==> config.mk <==
export PLATFORM = sky130hd
export DESIGN_NAME = handshake_rr_arbiter
export DESIGN_NICKNAME = d
export VERILOG_FILES = /design/src/rtl/handshake_rr_arbiter.sv
export SDC_FILE = /design/constraint.sdc
export NUM_CORES = 1
export LEC_CHECK = 0
export BUFFER_PORTS_ARGS = -buffer_cell sky130_fd_sc_hd__buf_4
export CORE_UTILIZATION = 47
export DETAILED_ROUTE_END_ITERATION = 6
export GPL_ROUTABILITY_DRIVEN = 0
export GPL_TIMING_DRIVEN = 1
export PLACE_DENSITY_LB_ADDON = 0.3
export REMOVE_ABC_BUFFERS = 1
export SETUP_SLACK_MARGIN = 0.5
export SKIP_CTS_REPAIR_TIMING = 1
export SYNTH_ARGS = -nofsm -noshare
export SYNTH_HDL_FRONTEND = slang
export SYNTH_SLANG_ARGS = --single-unit
==> constraint.sdc <==
create_clock -name clk -period 5.3 [get_ports clk]
set_input_delay 0.265 -clock clk [delete_from_list [all_inputs] [get_ports clk]]
set_output_delay 0.265 -clock clk [all_outputs]
set_load 0.02 [all_outputs]
==> src/rtl/handshake_rr_arbiter.sv <==
// handshake_rr_arbiter
//   Merges N valid/ready upstream streams into one registered downstream stream.
//   The grant is found by a combinational round-robin search over up_valid_in.
//   The search starts at ptr and wraps from N-1 to 0. After each accepted word,
//   ptr moves to the requester just past the grant.
//   The output stage is a one-entry register. It accepts a new word in the same
//   cycle the held word drains, so it can pass one word per cycle.
//
// Configuration:
//   ARB_FIXED_PRIO_EN  When defined, the search always starts at index 0, so the
//                      lowest index wins, and there is no ptr register.
//                      When undefined (the default), arbitration is round-robin.
//
// Ports:
//   clk           rising-edge clock
//   rst           asynchronous active-high reset
//   data_in       N*WIDTH; requester k data at [k*WIDTH +: WIDTH]
//   up_valid_in   N; per-requester valid
//   up_ready_out  N; per-requester ready, only the granted bit can be set
//   data_out      WIDTH; registered merged data
//   dn_valid_out  registered downstream valid
//   dn_ready_in   downstream ready
//   grant_id_out  $clog2(N); index of the requester whose word is in data_out
module handshake_rr_arbiter #(
  parameter int unsigned WIDTH = 32,
  parameter int unsigned N     = 4
) (
  input  logic                 clk,
  input  logic                 rst,
  input  logic [N*WIDTH-1:0]   data_in,
  input  logic [N-1:0]         up_valid_in,
  output logic [N-1:0]         up_ready_out,
  output logic [WIDTH-1:0]     data_out,
  output logic                 dn_valid_out,
  input  logic                 dn_ready_in,
  output logic [$clog2(N)-1:0] grant_id_out
);

  localparam int unsigned IDW = $clog2(N);

  typedef enum logic {
    ST_EMPTY = 1'b0,
    ST_FULL  = 1'b1
  } state_t;

  state_t           state;
  logic [IDW-1:0]   start_idx;
  logic [IDW-1:0]   grant;
  logic             grant_found;
  logic [2*N-1:0]   valid_dbl;
  logic [N-1:0]     valid_rot;
  logic [IDW:0]     grant_sum;
  logic [WIDTH-1:0] sel_data;
  logic             acc_en;
  logic             up_xfer;
  logic             dn_xfer;

`ifdef ARB_FIXED_PRIO_EN
  // Fixed priority: the search always begins at requester 0.
  assign start_idx = '0;
`else
  logic [IDW-1:0] ptr;
  logic [IDW-1:0] ptr_next;

  assign start_idx = ptr;
  // The next search starts just past the current grant, wrapping at N-1.
  assign ptr_next  = (grant == IDW'(N - 1)) ? '0 : grant + IDW'(1);
`endif

  // Output register can take a word when it is empty or is draining this cycle.
  assign acc_en       = (state == ST_EMPTY) | dn_ready_in;
  assign dn_valid_out = (state == ST_FULL);
  assign dn_xfer      = (state == ST_FULL) & dn_ready_in;

  // Rotated priority search.
  // Bit i of valid_rot is requester (start_idx + i) mod N. The lowest set bit
  // of valid_rot wins, and that offset is mapped back to the real index.
  always_comb begin
    valid_dbl   = {up_valid_in, up_valid_in} >> start_idx;
    valid_rot   = valid_dbl[N-1:0];
    grant_found = |valid_rot;
    grant_sum   = '0;
    for (int i = int'(N) - 1; i >= 0; i--) begin
      if (valid_rot[i]) begin
        grant_sum = {1'b0, start_idx} + (IDW+1)'(i);
      end
    end
    if (grant_sum >= (IDW+1)'(N)) begin
      grant_sum = grant_sum - (IDW+1)'(N);
    end
    grant = grant_sum[IDW-1:0];
  end

  // Data mux for the granted requester.
  always_comb begin
    sel_data = '0;
    for (int k = 0; k < int'(N); k++) begin
      if (grant == IDW'(k)) begin
        sel_data = data_in[k*WIDTH +: WIDTH];
      end
    end
  end

  // Ready goes to the granted requester only, and is forced low during reset.
  always_comb begin
    up_ready_out = '0;
    for (int k = 0; k < int'(N); k++) begin
      up_ready_out[k] = !rst && grant_found && acc_en && (grant == IDW'(k));
    end
  end

  assign up_xfer = !rst && grant_found && acc_en;

  // Output stage EMPTY/FULL register.
  // An accept has priority over a drain, so drain-and-accept in the same cycle
  // keeps the stage FULL with the new word.
  always_ff @(posedge clk or posedge rst) begin
    if (rst) begin
      state        <= ST_EMPTY;
      data_out     <= '0;
      grant_id_out <= '0;
`ifndef ARB_FIXED_PRIO_EN
      ptr          <= '0;
`endif
    end else if (up_xfer) begin
      state        <= ST_FULL;
      data_out     <= sel_data;
      grant_id_out <= grant;
`ifndef ARB_FIXED_PRIO_EN
      ptr          <= ptr_next;
`endif
    end else if (dn_xfer) begin
      state        <= ST_EMPTY;
    end
  end

endmodule

==> impl_metrics.toml, run 1 <==
[sta]
final.setup.tns_ns = 0
fmax_mhz = 321
worstMarginPinSlew_ns = 1.35
finalCritPeriodShare = 0.588
setup_ws_ns = 2.18
min_period_ns = 3.12
rsz0062_at_grt = "false"
hold_viol = 0
setup_violations = 0
skew_ns = 0.00270
maxSlewHeadroom = 0.0970
slew_viol_final = 0

[critical_path]
ff2ff_path_depth = 7
setup.worst_path.end = "up_ready_out[3]"
cp_max_fo = 65
r2r_slack_ns = 2.44
end_kind = "output pin"
cp.arrival_ns = 2.85
required_ns = 5.04
cp-start-kind = "flop"
crit_chain = "mux2i_1 > nor2_1 > nor3_1 > ha_2 > and2_1 > buf_4"
slowest_stage = "ha_2"
critical_path.startpoint = "ptr[1]"
r2r-end = "data_out[6]"
max_stage_delay_ns = 1.06
critPathKind = "flop to output pin"
crit_cells = 6
crit_buf_inv = 1
r2r-start = "ptr[1]"
critical-path-top-delay-family = "adder cells"

[finish]
nFillCells = 454
final_nets = 623
syn2layout_area_growth_pct = 48.4
stdcell_count = 556
finish.utilization = 0.733
diodes = 0
drive_above_1_share = 0.395

[power]
p_per_area_nw_per_um2 = 412
power_frac_comb = 0.607
intPower_mw = 0.966
pwr-share-clk = 0.121
seq_power_share = 0.272
worst_ir_drop_vdd_mv = 0.241
netSwitchingPower_mw = 0.717
power_leakage_nw = 1.90
p_sw_frac = 0.426

[clocking]
numCtsBuffers = 5
clockBufferDepth = 2
clockRootBuffer = "clkbuf_8"
h-tree-depth = 2
clk-insertion-delay-late_ns = 0.28
clk_pin_slew_ns = 0.07
cts_tree = "yes"
clkSinkCount = 37

[floorplan]
core_um2 = 5570
fp-row-count = 27
fp.dieH_um = 78.6
die_w_um = 78.6
start_util = 0.494
ios = 174
die_area_um2 = 6170

[synthesis]
seq_area_frac_synth = 0.336
synth_area_um2 = 2760
yosys_warnings = 0
synth_top_area_cell = "dfrtp_1"
ys_seq_elements = 37
synth.area.top_cells = "dfrtp_1, a31oi_1, a221o_1, nand3b_1, a21oi_1"
synth_cells = 340
ys_types = 33
synth_top_area_frac = 0.336
syn_avg_cell_area_um2 = 8.10

[global_routing]
grt_pass1_wl_um = 14700
grt_util_all_layers = 0.301
grt_antenna_before_repair = 0
grtUsageMet1 = 0.353
grt_max_degree = 71
overflow = 0
gr-usage-met3 = 0.0686
busiest_layer = "met2"
use_met2 = 0.517
grt_pass1_vias = 3149

[detailed_routing]
route.detailed.drc = 0
avgRoutedWirePerCell_um = 16.9
vias = 3374
routed_via_density = 6.07
dr.pass1.iters = 4
antenna_left = 0
drt_iter0_drc = 294
wl_um = 9390

[placed_design]
dp_slack_ns = 2.43
numPortBuffers = 173
dp_hpwl_um = 6240
dp.cells = 549

[min_path]
hp-class = "input port to asynchronous set/reset pin"

[job]
max_cap_violations = 0

[run_status]
outcome = "complete, no violations"
==> cells by family after synthesis <==
logic type	Yosys count	synth area share
simple gates	86	0.182
fa+ha+maj	4	0.0182
mux	2	0.00772
flops	37	0.336
buf+inv	74	0.113
compound gates	137	0.343
==> sequential cells by signal, indices dropped and copies added (netlist names) <==
register      count
grant_id_out      2
dn_valid_out      1
data_out         32
ptr               2
==> cells in the mapped netlist <==
master / count
nor4_1: 1
or2_2: 2
a31oi_1: 64
buf_2: 8
a32oi_1: 1
and2_1: 4
dfrtp_1: 37
nand2_1: 33
nor2_1: 2
a32o_1: 1
nand2b_1: 3
a21oi_1: 34
clkinv_1: 1
a21o_1: 1
a221oi_1: 1
mux2_2: 1
o21ai_0: 1
nor3_2: 1
nand3_1: 1
and3b_1: 1
o31ai_1: 2
nor4_2: 1
inv_1: 34
buf_6: 3
mux2i_1: 1
clkbuf_1: 28
a221o_1: 32
nor2b_1: 2
or4_1: 1
ha_1: 4
nand3b_1: 32
nor3_1: 1
or3_1: 1
==> how the worst min path moves through the flow <==
stage / start / endpoint / slack, ns / cells past startpoint
2_1_floorplan: rst / dn_valid_out / 0.38 / 1
3_3_place_gp: grant_id_out[0] / grant_id_out[0] / 0.49 / 1
3_5_place_dp: grant_id_out[0] / grant_id_out[0] / 0.50 / 1
4_1_cts: rst / dn_valid_out / 0.22 / 2
5_1_grt: data_in[126] / data_out[30] / 0.25 / 3
6_report: rst / grant_id_out[0] / 0.23 / 3
==> cells in the final DEF, fill, tap and decap left out, types with 2 or more instances in the layout <==
| cell type | count |
|---|---|
| a21oi_1 | 34 |
| a221o_1 | 32 |
| a31oi_1 | 64 |
| and2_1 | 4 |
| buf_4 | 176 |
| clkbuf_8 | 6 |
| dfrtp_1 | 37 |
| ha_2 | 3 |
| inv_1 | 34 |
| nand2_1 | 33 |
| nand2b_1 | 3 |
| nand3b_1 | 32 |
| nor2_1 | 2 |
| nor2b_1 | 2 |
| o31ai_1 | 2 |
| or2_2 | 2 |
==> worst reg2reg max path, cell delays in order (launching register included) <==
cell and delay, ns:
dfrtp_1 0.44, nand2b_1 0.19, a21oi_1 0.25, or3_1 0.19, ha_1 1.03, nand3b_1 0.18
a221o_1 0.34, a31oi_1 0.16
==> power by group through the flow <==
stage               clock (mW)  sequential, mW  combinational (mW)
detailed placement           0           0.464                1.01
finish                   0.203           0.458                1.02
floorplan                    0           0.586               0.507
global placement             0           0.456               0.991
CTS                      0.205           0.458                1.02
global route             0.216           0.470                1.11
==> stage by stage <==
| step | hold WS, ns | total power, mW | area [um^2] |
|---|---|---|---|
| after detailed placement | 0.502 | 1.48 | 4000 |
| after floorplan | 0.377 | 1.09 | 2580 |
| final | 0.225 | 1.68 | 4090 |
| after CTS | 0.224 | 1.68 | 4090 |
| after global routing | 0.248 | 1.79 | 4090 |
| after global placement | 0.494 | 1.45 | 4000 |
==> routing by layer <==
layer  vias up  routed length [um]
li1       1560                   -
met1      1589                3530
met2       197                4740
met3        28                 803
met4         0                 318
met5         -                   0
==> cell type report <==
class / instances / area, um^2 / share of cell area
timing repair buffer: 176 / 1320 / 0.323
clock buffer: 7 / 86.3 / 0.0211
multi-input combinational: 229 / 1530 / 0.375
sequential: 37 / 926 / 0.227
inverter: 35 / 131 / 0.0321
tap: 72 / 90.1 / 0.0220
Note: power is estimated with default switching activity, not from simulation.
==> run 2: changes to the inputs <==
Settings changed: CORE_UTILIZATION 47 to 39.
Clock period 5.3 ns to 2.7 ns, I/O delays scaled along.
==> run 2 against run 1 <==
Against the previous run:
- total power grew 130%
- cell count up 8.5%
- highest routed layer unchanged
- setup slack worse by 1.8 ns
- wire length grew 6.9%
==> impl_metrics.toml, run 2 (synthesis results as in run 1) <==
[clocking]
clockRootBuffer = "clkbuf_8"
clk_pin_slew_ns = 0.08
clk-insertion-delay-late_ns = 0.30
clkSinkCount = 37
h-tree-depth = 2
cts_tree = "yes"
clockBufferDepth = 2
numCtsBuffers = 5

[job]
max_cap_violations = 0

[finish]
top_register = "data_out"
drive_above_1_share = 0.442
seq_area_um2 = 927
final_nets = 645
reg_top3 = "data_out x32, grant_id_out x2, ptr x2"
syn2layout_area_growth_pct = 64.6
multiInputGateArea_um2 = 1640
layout_commonest_cell = "buf_4"
nFillCells = 547
final_cell_mix = "buf_4, a31oi_1, dfrtp_1"
diodes = 0
largest_reg_flops = 32
design_area_um2 = 4530

[detailed_routing]
avgRoutedWirePerCell_um = 16.6
drt_iter0_drc = 214
wl_um = 10000
vias = 3470
dr.pass1.iters = 5
route.detailed.drc = 0
routed_via_density = 5.75
antenna_left = 0

[critical_path]
cp.arrival_ns = 2.17
cp_max_fo = 31
critPathKind = "flop to output pin"
cp-start-kind = "flop"
end_kind = "output pin"
required_ns = 2.57

[power]
p_per_area_nw_per_um2 = 840
worst_ir_drop_vdd_mv = 0.364
intPower_mw = 2.25
power_leakage_nw = 2.07
netSwitchingPower_mw = 1.56
seq_power_share = 0.239
pwr-share-clk = 0.135
power_frac_comb = 0.626
p_sw_frac = 0.410

[global_routing]
grt_pass1_wl_um = 14300
grt_util_all_layers = 0.245
grt_antenna_before_repair = 0
grt_max_degree = 38
grt_pass1_vias = 3082
overflow = 0

[placed_design]
post_dp_cell_area_um2 = 4130
dp_slack_ns = 0.278
numPortBuffers = 173
dp_hpwl_um = 6810

[sta]
hold_viol = 0
setup_violations = 0
rsz0062_at_grt = "true"
maxSlewHeadroom = 0.613
skew_ns = 0.00886
setup_ws_ns = 0.398
worstMarginPinSlew_ns = 0.581
final.setup.tns_ns = 0
finalCritPeriodShare = 0.853
finalHoldWorstSlack_ns = 0.0922
slew_viol_final = 0
fmax_mhz = 434
min_period_ns = 2.30

[min_path]
hp-class = "input port to flop"

[floorplan]
start_util = 0.406
core_um2 = 6790
ios = 174
die_area_um2 = 7400
die_w_um = 86.1
fp.dieH_um = 86.1
fp-row-count = 30

[run_status]
outcome = "complete, no violations"
## run 2: area by class of cell
| type | instances | share of cell area |
|---|---|---|
| clock inverter | 1 | 0.00662 |
| clock buffer | 7 | 0.0190 |
| multi-input combinational | 229 | 0.363 |
| timing repair buffer | 198 | 0.352 |
| inverter | 35 | 0.0290 |
| tap | 96 | 0.0265 |
| sequential | 37 | 0.204 |
## run 2: per-layer routing
| metal | GRT usage | part of all wire | wire length (um) |
|---|---|---|---|
| met1 | 0.287 | 0.40 | 4000 |
| met2 | 0.440 | 0.51 | 5090 |
| met3 | 0.0577 | 0.077 | 769 |
| met4 | 0.0727 | 0.018 | 176 |
| met5 | 0 | 0 | 0 |
## run 2: power by group through the flow
stage | logic (mW) | registers, mW | clock network, mW
3_3_place_gp | 2.03 | 0.899 | 0
3_5_place_dp | 2.07 | 0.910 | 0
4_1_cts | 2.07 | 0.903 | 0.512
5_1_grt | 2.54 | 0.936 | 0.537
6_report | 2.38 | 0.911 | 0.513
2_1_floorplan | 0.995 | 1.15 | 0
## run 2: final timing paths
kind / startpoint / end / slack, ns / depth (start not counted)
min in group asynchronous: rst / data_out[19] / 0.42 / 3
max in group asynchronous: rst / ptr[1] / 1.59 / 4
min: data_in[126] / data_out[30] / 0.09 / 3
max: ptr[1] / up_ready_out[2] / 0.40 / 6
min reg2reg: grant_id_out[0] / grant_id_out[0] / 0.50 / 1
max reg2reg: ptr[1] / data_out[9] / 0.44 / 10
## run 2: per-stage QoR
stage / utilization / cells / power (mW)
finish: 0.667 / 603 / 3.81
global route: 0.667 / 603 / 4.01
CTS: 0.624 / 592 / 3.49
detailed placement: 0.607 / 584 / 2.98
global placement: 0.607 / 584 / 2.93
floorplan: - / 301 / 2.14
## run 2: worst max-delay path: stages (launching register included)
cell and delay, ns:
dfrtp_2 0.47, and3b_1 0.28, or3_4 0.46, ha_4 0.20
buf_12 0.16, and2_1 0.14, buf_4 0.15
